--- config.mk ---
export PLATFORM = sky130hd
export DESIGN_NAME = xlr8_dm_frontend
export DESIGN_NICKNAME = d
export VERILOG_FILES = /design/src/rtl/xlr8_dm_pkg.sv /design/src/rtl/xlr8_dm_clr_seq.sv /design/src/rtl/xlr8_dm_frontend.sv
export SDC_FILE = /design/constraint.sdc
export NUM_CORES = 1
export LEC_CHECK = 0
export ABC_AREA = 1
export BUFFER_PORTS_ARGS = -buffer_cell sky130_fd_sc_hd__buf_2
export CAP_MARGIN = 20
export CORE_MARGIN = 2
export CORE_UTILIZATION = 43
export DETAILED_ROUTE_END_ITERATION = 16
export GPL_ROUTABILITY_DRIVEN = 0
export HOLD_SLACK_MARGIN = 0.06
export PLACE_DENSITY = 0.8
export SYNTH_ARGS = -nofsm -noshare
export SYNTH_HDL_FRONTEND = slang
export SYNTH_SLANG_ARGS = --single-unit
--- constraint.sdc ---
create_clock -name cp2_i -period 1.7 [get_ports cp2_i]
set_input_delay 0.425 -clock cp2_i [delete_from_list [all_inputs] [get_ports cp2_i]]
set_output_delay 0.425 -clock cp2_i [all_outputs]
set_load 0.05 [all_outputs]
--- src/rtl/xlr8_dm_pkg.sv ---
// Shared definitions for the AVR data-memory front end: FSM encoding and
// RAM geometry helpers derived from the size in KB.
package xlr8_dm_pkg;

  typedef enum logic {
    S_CLEAR = 1'b0,
    S_RUN   = 1'b1
  } dm_state_e;

  localparam int DM_BYTES_PER_KB = 1024;

  function automatic int dm_bytes(input int size_kb);
    return size_kb * DM_BYTES_PER_KB;
  endfunction

  function automatic int c_adr_width(input int size_kb);
    return $clog2(size_kb * DM_BYTES_PER_KB);
  endfunction

endpackage

--- src/rtl/xlr8_dm_clr_seq.sv ---
// Clear-sweep address counter; flags the cycle that presents the last address.
module xlr8_dm_clr_seq #(
  parameter int ADR_W = 10,
  parameter int LAST  = 1023
) (
  input  logic        clk_i,
  input  logic        rst_n_i,
  input  logic        en_i,
  output logic [15:0] adr_o,
  output logic        last_o
);

  logic [ADR_W-1:0] cnt_q, cnt_d;

  always_comb begin
    cnt_d = cnt_q;
    if (en_i) cnt_d = cnt_q + ADR_W'(1);
  end

  always_ff @(posedge clk_i or negedge rst_n_i) begin
    if (!rst_n_i) cnt_q <= '0;
    else          cnt_q <= cnt_d;
  end

  assign adr_o  = 16'(cnt_q);
  assign last_o = en_i && (cnt_q == ADR_W'(LAST));

endmodule

--- src/rtl/xlr8_dm_frontend.sv ---
// Data-memory front end: post-reset RAM clear, then CPU-priority arbitration
// against a debug port with a starvation guard and a held debug read result.
module xlr8_dm_frontend
  import xlr8_dm_pkg::*;
#(
  parameter int         dm_size      = 1,
  parameter int         CLR_EN       = 1,
  parameter logic [7:0] CLR_VALUE    = 8'h00,
  parameter int         DBG_MAX_WAIT = 4
) (
  input  logic        cp2_i,
  input  logic        ireset_i,
  input  logic [15:0] cpu_adr_i,
  input  logic [7:0]  cpu_dout_i,
  input  logic        cpu_re_i,
  input  logic        cpu_we_i,
  output logic [7:0]  cpu_din_o,
  output logic        cpu_wait_o,
  input  logic        dbg_req_i,
  input  logic        dbg_we_i,
  input  logic [15:0] dbg_adr_i,
  input  logic [7:0]  dbg_wdata_i,
  output logic        dbg_ack_o,
  output logic [7:0]  dbg_rdata_o,
  output logic        dbg_rvalid_o,
  output logic        clr_done_o,
  output logic        mem_ce_o,
  output logic [15:0] mem_address_o,
  output logic [7:0]  mem_din_o,
  output logic        mem_we_o,
  input  logic [7:0]  mem_dout_i
);

  localparam int ADR_W    = c_adr_width(dm_size);
  localparam int DM_BYTES = dm_bytes(dm_size);

  dm_state_e   state_q, state_d;
  logic        clr_done_q, clr_done_d;
  logic [3:0]  wait_cnt_q, wait_cnt_d;
  logic        rd_pend_q, rd_pend_d;
  logic        rd_oor_q, rd_oor_d;
  logic [7:0]  rdata_q, rdata_d;
  logic [7:0]  rd_now;
  logic        run, cpu_acc, starve, dbg_grant, cpu_grant, dbg_in_range;
  logic [15:0] clr_adr;
  logic        clr_last;

  generate
    if (CLR_EN != 0) begin : g_clr
      xlr8_dm_clr_seq #(
        .ADR_W (ADR_W),
        .LAST  (DM_BYTES - 1)
      ) u_clr_seq (
        .clk_i   (cp2_i),
        .rst_n_i (ireset_i),
        .en_i    (state_q == S_CLEAR),
        .adr_o   (clr_adr),
        .last_o  (clr_last)
      );
    end else begin : g_no_clr
      assign clr_adr  = '0;
      assign clr_last = 1'b0;
    end
  endgenerate

  always_comb begin
    state_d    = state_q;
    clr_done_d = clr_done_q;
    case (state_q)
      S_CLEAR: begin
        if (clr_last) begin
          state_d    = S_RUN;
          clr_done_d = 1'b1;
        end
      end
      S_RUN:   clr_done_d = 1'b1;
      default: state_d = S_RUN;
    endcase
  end

  // Gating on clr_done_q keeps the port idle until the first cycle truly in S_RUN.
  assign run          = (state_q == S_RUN) && clr_done_q;
  assign cpu_acc      = cpu_re_i | cpu_we_i;
  assign dbg_in_range = {1'b0, dbg_adr_i} < 17'(DM_BYTES);
  assign starve       = run && dbg_req_i && (wait_cnt_q >= 4'(DBG_MAX_WAIT));
  assign dbg_grant    = run && dbg_req_i && (!cpu_acc || starve);
  assign cpu_grant    = run && cpu_acc && !starve;

  // Reset gates the sweep strobes so the RAM sees no access while held in reset.
  always_comb begin
    mem_ce_o      = 1'b0;
    mem_we_o      = 1'b0;
    mem_address_o = '0;
    mem_din_o     = '0;
    if (state_q == S_CLEAR) begin
      mem_ce_o      = ireset_i;
      mem_we_o      = ireset_i;
      mem_address_o = clr_adr;
      mem_din_o     = CLR_VALUE;
    end else if (cpu_grant) begin
      mem_ce_o      = 1'b1;
      mem_we_o      = cpu_we_i;
      mem_address_o = cpu_adr_i;
      mem_din_o     = cpu_dout_i;
    end else if (dbg_grant) begin
      mem_ce_o      = dbg_in_range;
      mem_we_o      = dbg_we_i && dbg_in_range;
      mem_address_o = dbg_adr_i;
      mem_din_o     = dbg_wdata_i;
    end
  end

  always_comb begin
    wait_cnt_d = wait_cnt_q;
    if (dbg_grant)
      wait_cnt_d = '0;
    else if (run && dbg_req_i && (wait_cnt_q != 4'hF))
      wait_cnt_d = wait_cnt_q + 4'd1;
    rd_pend_d = dbg_grant && !dbg_we_i;
    rd_oor_d  = !dbg_in_range;
    rd_now    = rd_oor_q ? 8'h00 : mem_dout_i;
    rdata_d   = rd_pend_q ? rd_now : rdata_q;
  end

  always_ff @(posedge cp2_i or negedge ireset_i) begin
    if (!ireset_i) begin
      state_q    <= (CLR_EN != 0) ? S_CLEAR : S_RUN;
      clr_done_q <= 1'b0;
      wait_cnt_q <= '0;
      rd_pend_q  <= 1'b0;
      rd_oor_q   <= 1'b0;
      rdata_q    <= '0;
    end else begin
      state_q    <= state_d;
      clr_done_q <= clr_done_d;
      wait_cnt_q <= wait_cnt_d;
      rd_pend_q  <= rd_pend_d;
      rd_oor_q   <= rd_oor_d;
      rdata_q    <= rdata_d;
    end
  end

  assign cpu_din_o    = mem_dout_i;
  assign cpu_wait_o   = !run || starve;
  assign dbg_ack_o    = dbg_grant;
  assign dbg_rvalid_o = rd_pend_q;
  assign dbg_rdata_o  = rd_pend_q ? rd_now : rdata_q;
  assign clr_done_o   = clr_done_q;

endmodule
Word-level counts from Yosys, hierarchy flattened
Cells that the tools add are included.
{ "totals": {"output_inout_bits": 46, "ramBits": 0, "memories": 0, "rom_bits": 0, "latchBits": 0, "input_bits": 62, "reg_bits": 26} }
{ "classes": {"n_reduce_logical": 18, "multipliers": 0, "div_mod_pow": 0, "mux": 20, "eq_ne": 3, "bitwise": 2, "magnitude_cmp": 2, "shift": 0, "addsub": 2} }
{ "op_table": {"columns": ["op", "n"], "rows": [
  ["16-bit 2-to-1 mux", 3],
  ["8-bit 2-to-1 mux", 5],
  ["16-bit by 11-bit < comparator with 1-bit output (second input constant)", 1],
  ["10-bit by 1-bit adder with 10-bit output (second input constant)", 1],
  ["10-bit equality test (second input constant)", 1],
  ["1-bit logical AND", 10],
  ["1-bit 2-to-1 mux", 9],
  ["4-bit 2-to-1 mux", 2],
  ["1-bit zero test", 5],
  ["4-bit by 1-bit adder with 4-bit output (second input constant)", 1],
  ["4-bit by 3-bit >= comparator with 1-bit output (second input constant)", 1],
  ["4-bit != test (second input constant)", 1],
  ["1-bit logical OR", 2],
  ["2-bit != test (second input constant)", 1],
  ["1-bit one-hot mux with 2 select lines", 1],
  ["2-bit nonzero test", 1],
  ["1-bit inverter", 1],
  ["1-bit bitwise OR", 1]
]} }

Longest topological paths before layout
{ "depth": {"depth_word": 8, "ltp_mapped": 8} }

Hierarchy
From an unflattened synthesis, not the netlist that was laid out.
{ "hier_totals": {"hier_cells": 253, "hier_area_um2": 1933.1} }
{ "modules_own_cells": {"columns": ["mod", "n_inst", "area_each_um2", "cells_each"], "rows": [
  ["xlr8_dm_frontend", 1, 1396.3, 191],
  ["xlr8_dm_clr_seq", 1, 536.8, 62]
]} }

Worst setup path before layout
OpenSTA, ideal clock, no wires.
{ "synth_path": {"kind": "reg-to-output", "start": "register clr_done_q, in the netlist clr_done_o", "end": "output mem_address_o[10]", "t_arrival_ns": 2.163, "slack_ns": -0.888, "stages_incl_launch_ff": 5, "required_ns": 1.275, "cell_sequence": "dfrtp_1 -> nand2_4 -> nor2_8 -> nand2_4 -> o21ai_0"} }
{ "synth_between": {"elab_chain_len": 8} }
{ "synth_rtl": {"columns": ["item", "line_no", "source"], "rows": [
  ["start, declared", "xlr8_dm_frontend.sv:38", "logic clr_done_q, clr_done_d;"],
  ["start signal, assigned", "xlr8_dm_frontend.sv:135", "clr_done_q <= clr_done_d;"],
  ["1-bit logical AND *", "xlr8_dm_frontend.sv:82", "assign run = (state_q == S_RUN) && clr_done_q;"],
  ["1-bit logical AND", "xlr8_dm_frontend.sv:85, xlr8_dm_frontend.sv:86", null],
  ["1-bit logical AND", "xlr8_dm_frontend.sv:85", "assign starve = run && dbg_req_i && (wait_cnt_q >= 4'(DBG_MAX_WAIT));"],
  ["1-bit logical OR", "xlr8_dm_frontend.sv:86", "assign dbg_grant = run && dbg_req_i && (!cpu_acc || starve);"],
  ["1-bit logical AND", "xlr8_dm_frontend.sv:86", null],
  ["16-bit 2-to-1 mux", "xlr8_dm_frontend.sv:105", "end else if (dbg_grant) begin"],
  ["16-bit 2-to-1 mux *", "xlr8_dm_frontend.sv:100", "end else if (cpu_grant) begin"],
  ["16-bit 2-to-1 mux *", "xlr8_dm_frontend.sv:95", "if (state_q == S_CLEAR) begin"],
  ["end, declared", "xlr8_dm_frontend.sv:28", "output logic [15:0] mem_address_o,"]
]} }
Mark *: on every way between the ends. The rest lies on a longest branch, timed or not.

Final worst setup path
{ "layout_path": {"start": "register wait_cnt_q[3]", "end": "output mem_address_o[1]"} }
{ "layout_between": {"elab_chain_len": 7} }
{ "layout_rtl": {"columns": ["item", "line_no", "source"], "rows": [
  ["start, declared", "xlr8_dm_frontend.sv:39", "logic [3:0] wait_cnt_q, wait_cnt_d;"],
  ["start signal, assigned", "xlr8_dm_frontend.sv:136", "wait_cnt_q <= wait_cnt_d;"],
  ["4-bit by 3-bit >= comparator with 1-bit output *", "xlr8_dm_frontend.sv:85", null],
  ["1-bit logical AND *", "xlr8_dm_frontend.sv:85", null],
  ["1-bit logical OR", "xlr8_dm_frontend.sv:86", null],
  ["1-bit logical AND", "xlr8_dm_frontend.sv:86", null],
  ["16-bit 2-to-1 mux", "xlr8_dm_frontend.sv:105", null],
  ["16-bit 2-to-1 mux *", "xlr8_dm_frontend.sv:100", null],
  ["16-bit 2-to-1 mux *", "xlr8_dm_frontend.sv:95", null]
]} }
Marked as above.

==> results.cfg <==
[drt]
wirelength_um = 8480
dr_total_vias = 2416
postRouteAntennaNets = 0
vias_per_cell = 5.71
dr.pass1.iters = 6
wl_per_cell_um = 20.0
drcViolationCount = 0
initialDrtViolationCount = 255

[sta]
finalHoldViolations = 0
slew_violations = 0
timing.fmax_mhz = 492
clock-skew-final_ns = 0.00442
setup_tns_ns = -8.37
finalSetupViolCount = 34
fin_crit_ns = 2.03
tightest_slew_ns = 0.332
setup_ws_ns = -0.331
min_period_over_period_pct = 119
rsz0062_at_grt = yes
holdWs_ns = 0.164
slew_headroom_pct = 77.9

[cells_and_area]
mostFrequentLayoutCells = buf_2 (71), nand2_1 (43), inv_1 (31), buf_8 (25), dfrtp_1 (24)
nets = 437
final_common_cell = buf_2
area_growth_pct = 97.4
num-fill-cells = 160
multi_input_area_sq_um = 1370
seqCellArea_sq_um = 656
drive_gt1_share_pct = 60.5
final_cells = 423
utilization_pct = 87.7

[logic_synthesis]
syn_area_sq_um = 1760
synth.area.top_cells = dfrtp_1 (37%), nand3_1 (15%), nand2_1 (15%)
ys_async_sr_fraction_pct = 100
synth_cells = 247
synth.net_count = 311
yosys.area.top_type = dfrtp_1
yosysWarnings = 0
synth_flop_cell = dfrtp_1
synth_edf_count = 0
ys_types = 24
synth_top_area_share_pct = 36.9
synth_area_per_cell_sq_um = 7.14
ys_seq_area_share_pct = 36.9
ys_ff_latch = 26

[power_and_ir_drop]
power_density_nw_per_um2 = 381
total_leakage_power_nw = 1.81
vdd_drop_max_v = 0.000516
finalPower_mw = 1.33

[floorplan]
dieArea_sq_um = 4630
row_count = 23
fp.dieW_um = 68.1
start_util_pct = 44.4
core_area_sq_um = 3970
num_io_pins = 108
die_h_um = 68.1

[placed_design]
place.port_buffers = 107
dp_hpwl_um = 4210
dp_cells = 406

[setup_path]
cp_max_fo = 26
cp_top_family = simple AND/OR/NAND/NOR gates
crit_chain = nor2_2 -> nand2_2 -> nand2_4 -> inv_12 -> nand2_1 -> nand3_2 -> buf_8
startpoint_type = flop
cpPeakStageDelay_ns = 0.45
end_kind = output port
required_ns = 1.27
path_class = reg -> out
slowest_stage = dfrtp_1
cp_data_arrival_time_ns = 1.61
crit_buf_inv = 2

[clock_network]
clockBufferDepth = 2
ctsHtreeMaxLevel = 1
clk_pin_slew_ns = 0.09
cts_root_buf = clkbuf_8
hold_buffers = 0
cts_buffers = 3
cts_tree = built
clock_latency_ns = 0.26
clock-sinks = 26

[min_path]
min_path_type = in -> async

[grt]
grt_max_degree = 27
grt_pass1_vias = 2340
antenna_found_initial = 1
overflow = 0
grt_pass1_wl_um = 11300
grt_usage_pct = 32.7

[run_status]
status = finished with violations
violations = setup timing

[run]
max_cap_viol_count = 0
## flip-flops by register name, indices dropped and copies added, names as in the netlist
name	cells
g_clr.u_clr_seq.cnt_q	10
rdata_q	8
wait_cnt_q	4
clr_done_o	1
dbg_rvalid_o	1
rd_oor_q	1
state_q	1
## worst paths after layout
kind | from | endpoint | slack, ns | cells after the start
setup / recovery | wait_cnt_q[3] | mem_address_o[1] | -0.33 | 7
hold / removal | ireset_i | g_clr.u_clr_seq.cnt_q[6] | 0.16 | 2
setup reg to reg | g_clr.u_clr_seq.cnt_q[0] | clr_done_o | 0.30 | 5
hold reg to reg | g_clr.u_clr_seq.cnt_q[4] | g_clr.u_clr_seq.cnt_q[4] | 0.50 | 1
max in group asynchronous | ireset_i | dbg_rvalid_o | 1.25 | 2
min in group cp2_i | dbg_we_i | dbg_rvalid_o | 0.35 | 2
## report_power, final
part           switching [mW]  internal, mW
Sequential            0.00321         0.629
Clock                   0.189         0.207
Combinational           0.188         0.111
## cell type report
type / instances / share of cell area (%)
Multi-Input combinational cell: 170 / 39.3
Clock buffer: 4 / 1.58
Sequential cell: 26 / 18.8
Timing Repair Buffer: 138 / 34.4
Tap cell: 50 / 1.80
Antenna cell: 1 / 0.0719
Inverter: 34 / 4.02
## cell families (layout without fill, tap and decap cells)
kind of cell / after synthesis / after routing / share of synthesized area [%]
xor gates and xnor gates: 5 / 5 / 2.48
and+or+nand+nor: 147 / 147 / 37.3
other: 0 / 1 / 0
DFF: 26 / 26 / 36.9
AOI/OAI and AO/OA: 16 / 16 / 5.60
buffers and inverters: 51 / 176 / 16.3
adders and majority gates: 2 / 2 / 1.42
## cells in the mapped netlist, types with 2 or more instances
library cell / count
inv_1: 33
buf_4: 10
nand4_1: 3
o21ai_0: 12
xor2_1: 3
buf_6: 2
nand2_1: 71
dfrtp_1: 26
xnor2_1: 2
ha_1: 2
nand3_1: 54
nand2_4: 2
nor2_1: 16
## per-layer routing
metal | global-route usage [%] | wire, um | part of all wire [%] | up-vias
met5 | 0 | 0 | 0 | -
met4 | 16.0 | 600 | 7.1 | 0
met3 | 12.0 | 919 | 11 | 72
met2 | 55.9 | 4120 | 49 | 196
met1 | 35.4 | 2840 | 33 | 1120
li1 | - | - | - | 1028
## per-stage QoR
step	setup WS, ns	area, sq um
2_1_floorplan	-0.121	2140
3_3_place_gp	-0.231	2760
3_5_place_dp	-0.266	2760
4_1_cts	-0.269	3410
5_1_grt	-0.397	3480
6_report	-0.331	3480
## repair_timing
item / in CTS / in global routing
setup buffers: 11 / 1
resized for setup: 139 / 21
pin swaps: 7 / 5
cloned: 1 / 0
hold endpoints to repair: 0 / 0
endpoints found under the setup margin: 37 / 36
Note: power is estimated with default switching activity, not from simulation.
